===== src/rtl/frogger_pkg.sv =====
`default_nettype none
// ============================================================================
// Module      : frogger_pkg
// Description : Shared types and playfield constants for the frogger blocks.
// Revision    : 1.0 - initial release
// ============================================================================
package frogger_pkg;

    typedef logic [8:0] coord_t;

    typedef enum logic [1:0] {
        IDLE    = 2'd0,
        RELEASE = 2'd1,
        COOL    = 2'd2
    } mover_state_t;

    typedef enum logic [1:0] {
        DIR_UP    = 2'd0,
        DIR_DOWN  = 2'd1,
        DIR_LEFT  = 2'd2,
        DIR_RIGHT = 2'd3
    } dir_t;

    localparam int PF_X_MAX = 310;
    localparam int PF_Y_MAX = 230;

    // Fixed key priority: up > down > left > right.
    function automatic dir_t sel_dir(input logic up, input logic down, input logic left);
        if (up)
            return DIR_UP;
        else if (down)
            return DIR_DOWN;
        else if (left)
            return DIR_LEFT;
        else
            return DIR_RIGHT;
    endfunction

endpackage
`default_nettype wire


===== src/rtl/frog_position_ctrl_adder.sv =====
`default_nettype none
// ============================================================================
// Module      : stride_adder9
// Description : 9-bit unsigned adder with carry out, used for coordinate steps.
// Revision    : 1.0 - initial release
// ============================================================================
module stride_adder9 (
    input  logic [8:0] a,
    input  logic [8:0] b,
    output logic [8:0] s,
    output logic       c
);

    assign {c, s} = {1'b0, a} + {1'b0, b};

endmodule
`default_nettype wire


===== src/rtl/frog_position_ctrl.sv =====
`default_nettype none
// ============================================================================
// Module      : frog_position_ctrl
// Description : Frog coordinate register, one clamped step per key press.
// Revision    : 1.0 - initial release
// ============================================================================
module frog_position_ctrl
    import frogger_pkg::*;
#(
    parameter int STEP     = 10,
    parameter int X_MAX    = PF_X_MAX,
    parameter int Y_MAX    = PF_Y_MAX,
    parameter int X_START  = 150,
    parameter int Y_START  = 230,
    parameter int COOLDOWN = 4
) (
    input  logic       clk,
    input  logic       reset,
    input  logic       up,
    input  logic       down,
    input  logic       left,
    input  logic       right,
    input  logic       hit,
    output logic [8:0] x,
    output logic [8:0] y,
    output logic       moved,
    output logic       busy
);

    localparam int     c_cnt_w    = (COOLDOWN > 1) ? $clog2(COOLDOWN) : 1;
    localparam coord_t c_step     = coord_t'(STEP);
    localparam coord_t c_step_neg = ~c_step + coord_t'(1);
    localparam coord_t c_x_max    = coord_t'(X_MAX);
    localparam coord_t c_y_max    = coord_t'(Y_MAX);
    localparam coord_t c_x_start  = coord_t'(X_START);
    localparam coord_t c_y_start  = coord_t'(Y_START);
    localparam logic [c_cnt_w-1:0] c_cnt_load = c_cnt_w'(COOLDOWN - 1);

    mover_state_t        r_state, w_state_nxt;
    logic [c_cnt_w-1:0]  r_cnt, w_cnt_nxt;
    coord_t              r_x, r_y;
    logic                r_moved;

    logic   w_any, w_is_y, w_is_dec, w_take, w_c;
    dir_t   w_dir;
    coord_t w_a, w_b, w_s, w_max, w_cand;

    assign w_any = up | down | left | right;

    // One adder shared by both axes; the direction picks operand and stride sign.
    always_comb begin
        w_dir    = sel_dir(up, down, left);
        w_is_y   = (w_dir == DIR_UP) || (w_dir == DIR_DOWN);
        w_is_dec = (w_dir == DIR_UP) || (w_dir == DIR_LEFT);
        w_a      = w_is_y ? r_y : r_x;
        w_b      = w_is_dec ? c_step_neg : c_step;
        w_max    = w_is_y ? c_y_max : c_x_max;
    end

    stride_adder9 u_adder (
        .a (w_a),
        .b (w_b),
        .s (w_s),
        .c (w_c)
    );

    always_comb begin
        if (w_is_dec)
            w_cand = (w_a < c_step) ? '0 : w_s;
        else
            w_cand = (w_c || (w_s > w_max)) ? w_max : w_s;
    end

    always_ff @(posedge clk) begin
        if (reset) begin
            r_state <= IDLE;
            r_cnt   <= '0;
        end else begin
            r_state <= w_state_nxt;
            r_cnt   <= w_cnt_nxt;
        end
    end

    always_comb begin
        w_state_nxt = r_state;
        w_cnt_nxt   = r_cnt;
        if (hit) begin
            w_state_nxt = w_any ? RELEASE : IDLE;
        end else begin
            case (r_state)
                IDLE: begin
                    if (w_any)
                        w_state_nxt = RELEASE;
                end
                RELEASE: begin
                    if (!w_any) begin
                        w_state_nxt = COOL;
                        w_cnt_nxt   = c_cnt_load;
                    end
                end
                COOL: begin
                    if (w_any)
                        w_state_nxt = RELEASE;
                    else if (r_cnt == '0)
                        w_state_nxt = IDLE;
                    else
                        w_cnt_nxt = r_cnt - 1'b1;
                end
                default: w_state_nxt = IDLE;
            endcase
        end
    end

    always_comb begin
        busy   = (r_state != IDLE);
        w_take = (r_state == IDLE) && w_any && !hit;
    end

    always_ff @(posedge clk) begin
        if (reset || hit) begin
            r_x     <= c_x_start;
            r_y     <= c_y_start;
            r_moved <= 1'b0;
        end else begin
            r_moved <= w_take;
            if (w_take) begin
                if (w_is_y)
                    r_y <= w_cand;
                else
                    r_x <= w_cand;
            end
        end
    end

    assign x     = r_x;
    assign y     = r_y;
    assign moved = r_moved;

endmodule
`default_nettype wire


===== config.mk =====
export PLATFORM = sky130hd
export DESIGN_NAME = frog_position_ctrl
export DESIGN_NICKNAME = d
export VERILOG_FILES = /design/src/rtl/frogger_pkg.sv /design/src/rtl/frog_position_ctrl_adder.sv /design/src/rtl/frog_position_ctrl.sv
export SDC_FILE = /design/constraint.sdc
export NUM_CORES = 1
export LEC_CHECK = 0
export BUFFER_PORTS_ARGS = -buffer_cell sky130_fd_sc_hd__buf_2
export CAP_MARGIN = 40
export CORE_ASPECT_RATIO = 0.5
export CORE_MARGIN = 2
export CORE_UTILIZATION = 30
export DETAILED_ROUTE_END_ITERATION = 16
export GPL_TIMING_DRIVEN = 1
export PLACE_DENSITY = 0.58
export SETUP_SLACK_MARGIN = 0.5
export SYNTH_ARGS = -nofsm -noshare
export SYNTH_HDL_FRONTEND = slang
export SYNTH_HIERARCHICAL = 1
export SYNTH_SLANG_ARGS = --single-unit
export TNS_END_PERCENT = 1

===== constraint.sdc =====
create_clock -name clk -period 2.8 [get_ports clk]
set_input_delay 0.14 -clock clk [delete_from_list [all_inputs] [get_ports clk]]
set_output_delay 0.14 -clock clk [all_outputs]
set_load 0.02 [all_outputs]

## Yosys cells after proc, flatten, opt, wreduce, memory -nomap -nowiden

Index checks and enable logic that the tools add are counted.

- Bits in registers: 23
- Input port bits: 7
- Logic and storage cells: 60

- Add/sub/neg operators: 2
- Order comparisons: 2
- Equal/unequal tests: 10
- Mux-type cells: 20
- Bitwise logic cells: 5
- Reduce and logical (&&, ||, !) cells: 16

Operators with widths:

| operator | count |
|---|---|
| two-way mux 9 bit | 6 |
| two-way mux 2 bit | 10 |
| adder 9 x 9 -> 10 bit | 1 |
| > comparator 9 bit | 1 |
| less-than comparator 9 x 4 -> 1 bit, second input constant | 1 |
| logical NOT 2 bit | 3 |
| != test 2 bit, second input constant | 3 |
| != test 3 bit, second input constant | 2 |
| one-hot mux 2 bit (3 select lines) | 1 |
| AND reduction 5 bit | 1 |
| == test 2 x 1 -> 1 bit, second input constant | 2 |
| == test 2 bit, second input constant | 2 |
| logical OR 1 bit | 4 |
| != test 4 bit, second input constant | 1 |
| one-hot mux 2 bit (2 select lines) | 1 |
| AND reduction 2 bit | 2 |
| nonzero test 2 bit | 2 |
| OR 1 bit | 3 |
| AND reduction 3 bit | 1 |
| logical AND 1 bit | 2 |
| two-way mux 1 bit | 2 |
| NOT 1 bit | 2 |
| subtractor 2 x 1 -> 2 bit, second input constant | 1 |
| logical NOT 1 bit | 1 |

## Logic depth before layout (Yosys ltp)

- Word-level depth: 11
- Gate-level depth with buffers: 16

## By module

Netlist, hierarchy kept.

Modules (own cells, without submodules):

| module | times used | cells an instance | area each (um2) |
|---|---|---|---|
| frog_position_ctrl | 1 | 168 | 1224.9 |
| stride_adder9 | 1 | 42 | 347.8 |

## Worst setup path after synthesis

No wires, ideal clock.

- Path type: input -> register
- Start: in up
- End: reg r_x[6] (netlist: x[6])
- Setup time: 0.125 ns
- Data arrival time: 2.905 ns
- Data required time: 2.675 ns
- Slack: -0.230 ns
- Stages on the path: 15
- Path buffers: 1
- Path through: nor2_1 buf_2 nand2_1 nand2_1 inv_1 fa_1 and2b_1 o2111ai_1 a31oi_1 xor2_1 o41ai_1 a221oi_1 a41o_1 o21bai_4 o21ai_0

- Cells in the longest elaborated chain, start to end: 9

Ends and longest elaborated chain:

| what | RTL line | source |
|---|---|---|
| start, declared | frog_position_ctrl.sv:19 | `input logic up,` |
| two-way mux 2 bit * | frogger_pkg.sv:29 | `if (up)` |
| == test 2 x 1 -> 1 bit or logical NOT 2 bit (tied branches) | frog_position_ctrl.sv:53 | `w_is_y = (w_dir == DIR_UP) \|\| (w_dir == DIR_DOWN);` |
| logical OR 1 bit * | frog_position_ctrl.sv:53 |  |
| two-way mux 9 bit * | frog_position_ctrl.sv:55 | `w_a = w_is_y ? r_y : r_x;` |
| named net w_a[1] | frog_position_ctrl.sv:46 | `coord_t w_a, w_b, w_s, w_max, w_cand;` |
| adder 9 x 9 -> 10 bit * | frog_position_ctrl_adder.sv:14 | `assign {c, s} = {1'b0, a} + {1'b0, b};` |
| named net w_s[8] | frog_position_ctrl.sv:46 |  |
| > comparator 9 bit * | frog_position_ctrl.sv:71 | `w_cand = (w_c \|\| (w_s > w_max)) ? w_max : w_s;` |
| logical OR 1 bit * | frog_position_ctrl.sv:71 |  |
| two-way mux 9 bit * | frog_position_ctrl.sv:71 |  |
| two-way mux 9 bit * | frog_position_ctrl.sv:68 | `if (w_is_dec)` |
| end signal, assigned | frog_position_ctrl.sv:121 | `r_x <= c_x_start;` |
| end signal, assigned | frog_position_ctrl.sv:130 | `r_x <= w_cand;` |
| end, declared | frog_position_ctrl.sv:41 | `coord_t r_x, r_y;` |

The timed path passes the listed nets; every way through them passes the cells marked *.
A chain may end at the register's enable or synchronous reset.

## Worst setup path in the final report

- Start: reg r_y[1] (netlist: y[1])
- End: reg r_x[1] (netlist: x[1])

- Cells in the longest elaborated chain, start to end: 6

Ends and longest elaborated chain:

| what | RTL line | source |
|---|---|---|
| start, declared | frog_position_ctrl.sv:41 |  |
| start signal, assigned | frog_position_ctrl.sv:122 | `r_y <= c_y_start;` |
| start signal, assigned | frog_position_ctrl.sv:128 | `r_y <= w_cand;` |
| two-way mux 9 bit | frog_position_ctrl.sv:55 |  |
| named net w_a[1] | frog_position_ctrl.sv:46 |  |
| adder 9 x 9 -> 10 bit | frog_position_ctrl_adder.sv:14 |  |
| named net w_s[8] | frog_position_ctrl.sv:46 |  |
| > comparator 9 bit | frog_position_ctrl.sv:71 |  |
| logical OR 1 bit | frog_position_ctrl.sv:71 |  |
| two-way mux 9 bit | frog_position_ctrl.sv:71 |  |
| two-way mux 9 bit | frog_position_ctrl.sv:68 |  |

The timed path passes the listed nets, and every way through them passes these cells.

==> reports/metrics.yaml <==
layout_common_cells: "buf_4, nand2_1, buf_2, dfxtp_1, a21oi_1"
ys_seq_elements: 23
leakage_nw: 0.963
ant_nets: 0
relSlewSlack: 0.423
synthFlopType: "dfxtp_1"
dieArea_sq_um: 5870
cts.reportedPaths.clkPinSlew_ns: 0.09
layout_min_cycle_time_ns: 2.86
final-setup-viol-count: 16
synthAdderAreaFrac: 0.0923
layoutNonFillerInstCount: 344
htreeDepth: 1
vias: 1726
synth_top_area_frac: 0.293
synthTopCellsByArea: "dfxtp_1, ha_1, nand2_1"
ys_async_sr_fraction: 0
antenna_found_initial: 0
synth_top_family_by_area: "compound AO/OA/AOI/OAI gates"
fin_nets: 293
drive_gt1_frac: 0.394
grt_pass1_vias: 1623
place.gp.congestion: 0.829
cap_violations: 0
grt_pass1_wl_mm: 7.91
yosysWarnings: 6
cp_max_fo: 3
finalHoldWorstSlack_ns: 0.103
cpMaxStageDelayCell: "dfxtp_2"
synth_compound_area_frac: 0.254
worst_pin_slew_ns: 0.862
dpl.hpwl_mm: 3.54
cts_tree: "yes"
antenna_cells: 0
start_util: 0.316
crit_top_cell: "nand2_2"
slew_viol_final: 0
path_class: "flip-flop to flip-flop"
period_share: 1.02
violations: "negative setup slack"
critPathArrivalTime_ns: 3.04
synth_cell_type_count: 43
row_count: 18
skew_ns: 0.00935
synth.area.mux_share: 0.0207
drt-vias-per-instance: 5.02
critPathMaxStageDelay_ns: 0.34
hold_class: "input pin to flip-flop"
dieHeight_um: 55.2
utilization: 0.462
report.power.total_uw: 952
mappedNetlistArea_sq_um: 1570
wl_per_cell_um: 13.8
hold_viol_final: 0
clk_latency_ns: 0.26
max_freq_ghz: 0.349
drc: 0
rsz0062_at_grt: "true"
seq_area_frac_synth: 0.293
drt-total-wl_mm: 4.76
peakVddDrop_v: 0.000316
cellPowerDensity_nw_per_um2: 414
cts-root-buf: "clkbuf_8"
drtIter0Drc: 125
layout_setup_ws_ns: -0.0632
grt.overflow.total: 0
hold_buffers: 0
pin_count: 27
avgSynthCellArea_sq_um: 7.49
track_usage: 0.167
dp_cells: 329
cts_num_sinks: 23
final_common_cell: "buf_4"
required_ns: 2.97
startpoint_type: "flip-flop"
drt_pass1_iterations: 4
outcome: "finished with violations"
grt_start_max_net_pins: 15
portBuffers: 26
synth_top_area_cell: "dfxtp_1"
post-place-ws_ns: -0.367
end_kind: "flip-flop"
syn_to_final_growth_pct: 46.1
cts_buffers: 3
synth-simple-area-share: 0.249
synth_edf_count: 0
coreArea_sq_um: 4980
cts_buffer_depth: 2
yosys.area_share.xor_xnor: 0.0390
worstPathCellList: "nand2_2 -> nand2_2 -> inv_2 -> fa_2 -> and2b_1 -> o2111ai_2 -> a31oi_1 -> xor2_1 -> o41ai_2 -> a221oi_2 -> a41o_1 -> buf_6 -> nor2_1 -> o31ai_1"
syn-instance-count: 210
die_x_um: 106
-- per-layer routing --
metal	track usage	routed length [um]	vias up
met5	0	0	-
met4	0.0338	50	0
met3	0.0189	158	4
met2	0.271	2110	28
met1	0.240	2440	822
li1	-	-	872
-- layout make-up --
| cell class | instances | area [sq um] |
|---|---|---|
| clock buffer | 3 | 41.3 |
| clock inverter | 1 | 5.00 |
| fill | 499 | 2680 |
| inverter | 9 | 33.8 |
| multi-input combinational | 169 | 1190 |
| sequential | 23 | 463 |
| tap | 70 | 87.6 |
| timing repair buffer | 69 | 473 |
-- where the power goes --
part	switching [mW]	internal [mW]	leakage, nW
Clock	0.104	0.0992	0.0255
Combinational	0.210	0.196	0.752
Sequential	0.00714	0.335	0.186
-- kinds of logic after synthesis --
kind of cell,after synthesis
AOI/OAI and AO/OA,60
xor gates and xnor gates,7
adders and majority gates,11
buffers and inverters,19
DFF,23
muxes,3
other,2
and+or+nand+nor,85
-- state kept, by name, summed over array words and instances, names as in the netlist --
signal	flops
r_cnt	2
r_state	2
x	9
y	9
moved	1
-- through the flow --
| stage | area [sq um] | TNS [ns] |
|---|---|---|
| final | 2300 | -0.384 |
| after global routing | 2300 | -2.86 |
| after CTS | 2290 | 0 |
| after detailed placement | 2030 | -4.99 |
| after global placement | 2030 | -3.95 |
| after floorplan | 1620 | 0 |
-- Yosys cell counts (2+ instances only) --
cell	count
nand3_1	11
inv_1	9
clkbuf_1	7
ha_1	10
dfxtp_1	23
buf_2	3
nand2_1	31
or2_2	3
nor2_1	15
a21oi_1	17
or3_1	4
xor2_1	4
conb_1	2
mux2_2	2
o21a_1	2
o31ai_1	10
xnor2_1	3
a21o_1	2
nor3_1	13
o21ai_0	15
a31oi_1	2
-- critical path: cells and delay by family (launching register included) --
kind                     cells  cell delay [ns]
buffers and inverters        2             0.17
XOR/XNOR                     1             0.30
adder cells (fa/ha/maj)      1             0.33
AO/OA/AOI/OAI                6             1.23
AND/OR/NAND/NOR              4             0.41
flip-flops                   1             0.34
-- final timing paths --
kind | start | endpoint | slack (ns) | depth (start not counted)
max | y[1] | x[1] | -0.06 | 14
min | reset | r_state[0] | 0.10 | 2
max reg2reg | y[1] | x[1] | -0.06 | 14
min reg2reg | y[3] | y[3] | 0.50 | 2
-- timing repair --
item,4_1_cts,5_1_grt
setup buffers,10,1
pin swaps,15,12
endpoints found under the setup margin,18,18
gates resized for setup,23,2
Note: power is estimated with default switching activity, not from simulation.
